===== src/rtl/mon_pkg.sv =====
// Shared types and defaults for the memory-write monitor.
// Latency: n/a (package only).
// Backpressure: n/a.
package mon_pkg;

  typedef enum logic [1:0] {
    ST_IDLE    = 2'd0,
    ST_RUN     = 2'd1,
    ST_PASS    = 2'd2,
    ST_TIMEOUT = 2'd3
  } mon_state_t;

  localparam int DEF_TIMEOUT    = 10000;
  localparam int DEF_NUM_CHECKS = 8;
  localparam int DEF_LOG_DEPTH  = 16;

  // Index width that stays legal for a single-entry table.
  function automatic int idx_width(input int n);
    return (n > 1) ? $clog2(n) : 1;
  endfunction

endpackage


===== src/rtl/mon_log_fifo.sv =====
// Generic first-word fall-through FIFO used for the store log.
// Latency: a pushed word is visible on pop_dat the cycle after the push.
// Backpressure: push_rdy low only when full and not popping; pop_vld = not empty.
//
// Ports: clk, reset (async, active-low); push_vld/push_rdy/push_dat in;
//        pop_vld/pop_rdy/pop_dat out. DEPTH must be a power of two >= 2.
module mon_log_fifo #(
  parameter int WIDTH = 128,
  parameter int DEPTH = 16
) (
  input  logic             clk,
  input  logic             reset,
  input  logic             push_vld,
  output logic             push_rdy,
  input  logic [WIDTH-1:0] push_dat,
  output logic             pop_vld,
  input  logic             pop_rdy,
  output logic [WIDTH-1:0] pop_dat
);

  localparam int AW = (DEPTH > 1) ? $clog2(DEPTH) : 1;

  if (DEPTH < 2 || (DEPTH & (DEPTH - 1)) != 0) begin : g_bad_depth
    $error("mon_log_fifo: DEPTH must be a power of two >= 2");
  end

  logic [WIDTH-1:0] mem [DEPTH];
  // One extra pointer bit distinguishes full from empty.
  logic [AW:0]      wr_ptr;
  logic [AW:0]      rd_ptr;
  logic             full;
  logic             empty;
  logic             do_push;
  logic             do_pop;

  assign empty    = (wr_ptr == rd_ptr);
  assign full     = (wr_ptr[AW] != rd_ptr[AW]) && (wr_ptr[AW-1:0] == rd_ptr[AW-1:0]);
  assign pop_vld  = !empty;
  assign pop_dat  = mem[rd_ptr[AW-1:0]];
  assign do_pop   = pop_vld && pop_rdy;
  // When full, a pop in the same cycle frees the slot the push lands in.
  assign push_rdy = !full || pop_rdy;
  assign do_push  = push_vld && push_rdy;

  always_ff @(posedge clk or negedge reset) begin
    if (!reset) begin
      wr_ptr <= '0;
      rd_ptr <= '0;
    end else begin
      if (do_push) wr_ptr <= wr_ptr + (AW + 1)'(1);
      if (do_pop)  rd_ptr <= rd_ptr + (AW + 1)'(1);
    end
  end

  always_ff @(posedge clk) begin
    if (do_push) mem[wr_ptr[AW-1:0]] <= push_dat;
  end

endmodule


===== src/rtl/mem_write_monitor.sv =====
// Watches a processor store port for any of a table of expected {addr,data}
// stores and reports pass (with lowest matching entry) or timeout.
// Latency: pass/timeout assert the cycle after the deciding store/cycle.
// Backpressure: none on the store port; log drops stores when full (log_ovf).
//
// Ports: clk, reset (async, active-low); start, memwrite, dataadr, writedata
//        (observed store bus); cfg_we/cfg_idx/cfg_addr/cfg_data/cfg_valid
//        (table write, ignored while running); busy, pass, timeout, pass_idx,
//        cycle_cnt, write_cnt (status).
// Optional macro MON_LOG_EN adds a store log FIFO with log_valid/log_ready/
// log_addr/log_data and a sticky log_ovf drop flag.
module mem_write_monitor
  import mon_pkg::*;
#(
  parameter int ADDR_W     = 64,
  parameter int DATA_W     = 64,
  parameter int NUM_CHECKS = DEF_NUM_CHECKS,
  parameter int CNT_W      = 32,
  parameter int TIMEOUT    = DEF_TIMEOUT,
  parameter int LOG_DEPTH  = DEF_LOG_DEPTH,
  localparam int IDX_W     = idx_width(NUM_CHECKS)
) (
  input  logic              clk,
  input  logic              reset,
  input  logic              start,
  input  logic [1:0]        memwrite,
  input  logic [ADDR_W-1:0] dataadr,
  input  logic [DATA_W-1:0] writedata,
  input  logic              cfg_we,
  input  logic [IDX_W-1:0]  cfg_idx,
  input  logic [ADDR_W-1:0] cfg_addr,
  input  logic [DATA_W-1:0] cfg_data,
  input  logic              cfg_valid,
  output logic              busy,
  output logic              pass,
  output logic              timeout,
  output logic [IDX_W-1:0]  pass_idx,
  output logic [CNT_W-1:0]  cycle_cnt,
`ifdef MON_LOG_EN
  output logic              log_valid,
  input  logic              log_ready,
  output logic [ADDR_W-1:0] log_addr,
  output logic [DATA_W-1:0] log_data,
  output logic              log_ovf,
`endif
  output logic [CNT_W-1:0]  write_cnt
);

  if (LOG_DEPTH < 2 || (LOG_DEPTH & (LOG_DEPTH - 1)) != 0) begin : g_bad_log_depth
    $error("mem_write_monitor: LOG_DEPTH must be a power of two >= 2");
  end

  mon_state_t state_q;
  mon_state_t state_d;

  logic [ADDR_W-1:0]     tbl_addr [NUM_CHECKS];
  logic [DATA_W-1:0]     tbl_data [NUM_CHECKS];
  logic [NUM_CHECKS-1:0] tbl_valid;

  logic                  in_run;
  logic                  run_start;
  logic                  store;
  logic                  cfg_ok;
  logic [NUM_CHECKS-1:0] hit;
  logic                  match;
  logic [IDX_W-1:0]      match_idx;
  logic                  tmo_hit;

  assign in_run    = (state_q == ST_RUN);
  // start is meaningless mid-run; from any other state it (re)launches a run.
  assign run_start = start && !in_run;
  assign store     = (memwrite != 2'b00);
  assign cfg_ok    = cfg_we && !in_run && (int'(cfg_idx) < NUM_CHECKS);
  assign tmo_hit   = (cycle_cnt == CNT_W'(TIMEOUT - 1));

  // ---------------- expected-store table ----------------
  always_ff @(posedge clk or negedge reset) begin
    if (!reset) begin
      tbl_valid <= '0;
    end else if (cfg_ok) begin
      tbl_valid[cfg_idx] <= cfg_valid;
    end
  end

  // Address/data payload needs no reset: it is qualified by tbl_valid.
  always_ff @(posedge clk) begin
    if (cfg_ok) begin
      tbl_addr[cfg_idx] <= cfg_addr;
      tbl_data[cfg_idx] <= cfg_data;
    end
  end

  // ---------------- match detection ----------------
  always_comb begin
    hit = '0;
    for (int i = 0; i < NUM_CHECKS; i++) begin
      hit[i] = tbl_valid[i] && (dataadr == tbl_addr[i]) && (writedata == tbl_data[i]);
    end
  end

  assign match = store && (|hit);

  // Scan downwards so the lowest matching index wins.
  always_comb begin
    match_idx = '0;
    for (int i = NUM_CHECKS - 1; i >= 0; i--) begin
      if (hit[i]) match_idx = IDX_W'(i);
    end
  end

  // ---------------- FSM ----------------
  always_ff @(posedge clk or negedge reset) begin
    if (!reset) state_q <= ST_IDLE;
    else        state_q <= state_d;
  end

  always_comb begin
    state_d = state_q;
    case (state_q)
      ST_IDLE, ST_PASS, ST_TIMEOUT: begin
        if (start) state_d = ST_RUN;
      end
      ST_RUN: begin
        // A match on the last allowed cycle still counts as a pass.
        if (match)        state_d = ST_PASS;
        else if (tmo_hit) state_d = ST_TIMEOUT;
      end
      default: state_d = ST_IDLE;
    endcase
  end

  assign busy    = in_run;
  assign pass    = (state_q == ST_PASS);
  assign timeout = (state_q == ST_TIMEOUT);

  // ---------------- counters and result index ----------------
  always_ff @(posedge clk or negedge reset) begin
    if (!reset) begin
      cycle_cnt <= '0;
      write_cnt <= '0;
      pass_idx  <= '0;
    end else if (run_start) begin
      cycle_cnt <= '0;
      write_cnt <= '0;
      pass_idx  <= '0;
    end else if (in_run) begin
      // Freeze on the deciding cycle so cycle_cnt reports when it happened.
      if (!match && !tmo_hit && (cycle_cnt != '1)) cycle_cnt <= cycle_cnt + CNT_W'(1);
      if (store && (write_cnt != '1))              write_cnt <= write_cnt + CNT_W'(1);
      if (match)                                   pass_idx  <= match_idx;
    end
  end

`ifdef MON_LOG_EN
  // ---------------- store log ----------------
  logic                     log_push;
  logic                     log_push_rdy;
  logic [ADDR_W+DATA_W-1:0] log_word;

  assign log_push = in_run && store;

  mon_log_fifo #(
    .WIDTH (ADDR_W + DATA_W),
    .DEPTH (LOG_DEPTH)
  ) u_log_fifo (
    .clk      (clk),
    .reset    (reset),
    .push_vld (log_push),
    .push_rdy (log_push_rdy),
    .push_dat ({dataadr, writedata}),
    .pop_vld  (log_valid),
    .pop_rdy  (log_ready),
    .pop_dat  (log_word)
  );

  assign {log_addr, log_data} = log_word;

  always_ff @(posedge clk or negedge reset) begin
    if (!reset)                          log_ovf <= 1'b0;
    else if (run_start)                  log_ovf <= 1'b0;
    else if (log_push && !log_push_rdy)  log_ovf <= 1'b1;
  end
`endif

endmodule


===== config.mk =====
export PLATFORM = sky130hd
export DESIGN_NAME = mem_write_monitor
export DESIGN_NICKNAME = d
export VERILOG_FILES = /design/src/rtl/mon_pkg.sv /design/src/rtl/mon_log_fifo.sv /design/src/rtl/mem_write_monitor.sv
export SDC_FILE = /design/constraint.sdc
export NUM_CORES = 2
export LEC_CHECK = 0
export BUFFER_PORTS_ARGS = -buffer_cell sky130_fd_sc_hd__buf_2
export CELL_PAD_IN_SITES_DETAIL_PLACEMENT = 0
export CELL_PAD_IN_SITES_GLOBAL_PLACEMENT = 1
export CORE_ASPECT_RATIO = 1.5
export CORE_UTILIZATION = 45
export DETAILED_ROUTE_END_ITERATION = 12
export HOLD_SLACK_MARGIN = 0.08
export PLACE_DENSITY = 0.78
export REMOVE_ABC_BUFFERS = 1
export SLEW_MARGIN = 5
export SYNTH_ARGS = -nofsm -noshare
export SYNTH_HDL_FRONTEND = slang
export SYNTH_SLANG_ARGS = --single-unit

===== constraint.sdc =====
create_clock -name clk -period 13.1 [get_ports clk]
set_input_delay 0.655 -clock clk [delete_from_list [all_inputs] [get_ports clk]]
set_output_delay 0.655 -clock clk [all_outputs]
set_load 0.03 [all_outputs]

==> flow_summary.ini <==
[run_status]
status = finished with violations
violations = capacitance limit, slew limit

[synthesis]
netlist_area_um2 = 48270
async_flop_share = 0.06994
syn_area_per_cell_um2 = 14.26
yosys.cell_types.count = 64
synth-seq-cells = 1101
syn_inst = 3386
ys_seq_area_frac = 0.6769
synth_top_area_cell = edfxtp_1
synth_ff_type = edfxtp_1
synth-warning-count = 0
synth_top_cell_area_share = 0.6370
synth_edf_count = 1024
synthTopCellsByArea = edfxtp_1, xnor2_1, nand2b_1

[routing]
drt_iter0_markers = 7499
drt_wl_total_um = 296000
drt_first_pass_iters = 6
final_antenna_net_count = 0
dr_wl_met2_um = 126300
wl_met1_um = 91480
via_per_inst = 7.244
wl_per_cell_um = 55.91
drc = 0
highest_layer = met5
vias = 38360
wl_met3_um = 37020

[die]
row_count = 146
fp.dieH_um = 403.1
die_w_um = 269.4
ios = 336
core_area_um2 = 106000
initial_utilization = 0.4556
die-area_um2 = 108600

[timing]
tns_ns = 0
timing.slew.headroom = -0.003163
period_needed_ns = 5.363
finalSetupViolations = 0
tightest_slew_ns = 1.491
fin_ws_ns = 7.737
rsz0062_at_grt = false
skew_ns = 0.04691
clock.fmax_mhz = 186.5
slew_violations = 1
hold_viol = 0
post-route-period-util = 0.4094

[power_and_ir_drop]
pwr-share-comb = 0.124
p_leak_nw = 18.28
ir_drop_mv = 0.1357
sw_frac_of_total = 0.2858
intPower_mw = 5.977
p_clk_frac = 0.392
pwr-share-seq = 0.484
p_sw_mw = 2.392
totalPowerFinal_mw = 8.369
powerDensity_nw_per_um2 = 150.8

[placement]
io_buffers = 335
gp_congestion = 1.157
dpl_cell_area_um2 = 51710
detailed_place_hpwl_um = 220400
pre_cts_slack_ns = 7.070

[final_layout]
finalInstanceArea_um2 = 55480
fin_nets = 4015
fillers = 8878
drive_gt1_frac = 0.1571
final_common_cell = edfxtp_1
final_cell_mix = edfxtp_1, xnor2_1, nand2b_1
syn2layout_area_growth_pct = 14.94
utilization = 0.5237

[setup_path]
endpoint_kind = flop
cp_slowest_stage_delay_ns = 1.03
cp.arrival_ns = 5.99
slowest_stage = nor4_1
critPathRequiredTime_ns = 13.73
crit_path_max_fanout = 52
timing.critical_path.from_type = flop
worst-setup-path-type = reg -> reg
worstPathCellList = xnor2_1, o221ai_1, nor4_1, nand4_1, or4_1, o21ba_2, a41oi_4, buf_4, nor3b_1, mux2_4

[clock_network]
ctsResizeCount = 0
cts_tree = done
clk_pin_slew_ns = 0.07
clock_path_buffers = 3
root_buffer = clkbuf_16
clk_latency_ns = 0.78
cts-htree-levels = 3
numCtsBuffers = 105
cts.sinks = 1101

[grt]
grt_pass1_vias = 35000
grt.total_usage = 0.5418
grt_start_max_net_pins = 129
grt-ovfl-total = 0
antenna_found_initial = 47
grt_first_pass_wirelength_um = 372200

[run]
max_cap_viol_count = 1

[hold_path]
min_path_type = in -> reg
[layout make-up]
type	count	area [um2]	area share
Antenna cell	51	127.6	0.002300
Clock buffer	130	2858	0.05151
Clock inverter	68	745.7	0.01344
Inverter	148	555.5	0.01001
Multi-Input combinational cell	1999	14610	0.2634
Sequential cell	1101	32680	0.5890
Tap cell	1406	1759	0.03171
Timing Repair Buffer	392	2147	0.03870
[Yosys cell counts, types with 24 or more instances]
cell type and instances:
a21oi_1 34, a22o_1 24, clkbuf_1 110, dfrtp_1 77, edfxtp_1 1024, inv_1 138, nand2_1 54, nand2b_1 392
nand3_1 39, nand4_1 147, nor2_1 66, nor2b_1 84, nor4_1 109, o2111ai_1 132, o22ai_1 61, o2bb2ai_1 49
or4_1 26, xnor2_1 473, xor2_1 70
[state kept, by name, indices dropped and copies added, names as in the netlist]
register	count
tbl_data	512
write_cnt	32
state_q	2
tbl_addr	512
cycle_cnt	32
pass_idx	3
tbl_valid	8
[timing repair]
item | in CTS | in global routing
hold buffers | 1 | 0
hold endpoints to repair | 19 | 0
endpoints found under the setup margin | 0 | 0
buffers inserted | 0 | 0
[path summary, 6_finish.rpt]
path	startpoint	end	slack [ns]	cells past startpoint
max	tbl_addr[3][62]	cycle_cnt[20]	7.74	10
min	start	state_q[1]	0.16	2
max reg2reg	tbl_addr[3][62]	cycle_cnt[20]	7.74	10
min reg2reg	tbl_valid[7]	tbl_valid[7]	0.50	1
max in group asynchronous	reset	cycle_cnt[31]	11.54	3
min in group asynchronous	reset	write_cnt[28]	0.31	2
[routing by layer]
layer  up-vias  track usage
li1      13620            -
met1     19190       0.5897
met2      4175       0.7887
met3      1354       0.1828
met4        14       0.5993
met5         -      0.01070
[stage by stage]
stage,cells,hold slack [ns]
2_1_floorplan,3248,0.3594
3_3_place_gp,5044,0.4863
3_5_place_dp,5045,0.4904
4_1_cts,5244,0.1645
5_1_grt,5258,0.1938
6_report,5295,0.1604
[cell families after synthesis]
kind of cell,after synthesis,share of synthesized area
adders and majority gates,2,0.0005183
DFF,1101,0.6769
AOI/OAI and AO/OA,443,0.07375
and+or+nand+nor,999,0.1237
xor gates and xnor gates,543,0.09853
buffers and inverters,286,0.02359
muxes,12,0.002929
[power groups by stage]
stage	registers (mW)	clock network [mW]	logic, mW
detailed placement	4.12	0	0.959
CTS	4.05	3.25	0.962
global placement	4.12	0	0.958
floorplan	4.13	0	0.328
global route	4.05	3.37	1.00
finish	4.05	3.28	1.03
[worst max-delay path: cells and delay by family (launching register included)]
family          cells  cell delay [ns]
simple gates        4             2.38
buf+inv             1             0.44
mux                 1             0.33
flops               1             0.38
compound gates      3             1.05
xor+xnor            1             0.62
Note: power is estimated with default switching activity, not from simulation.
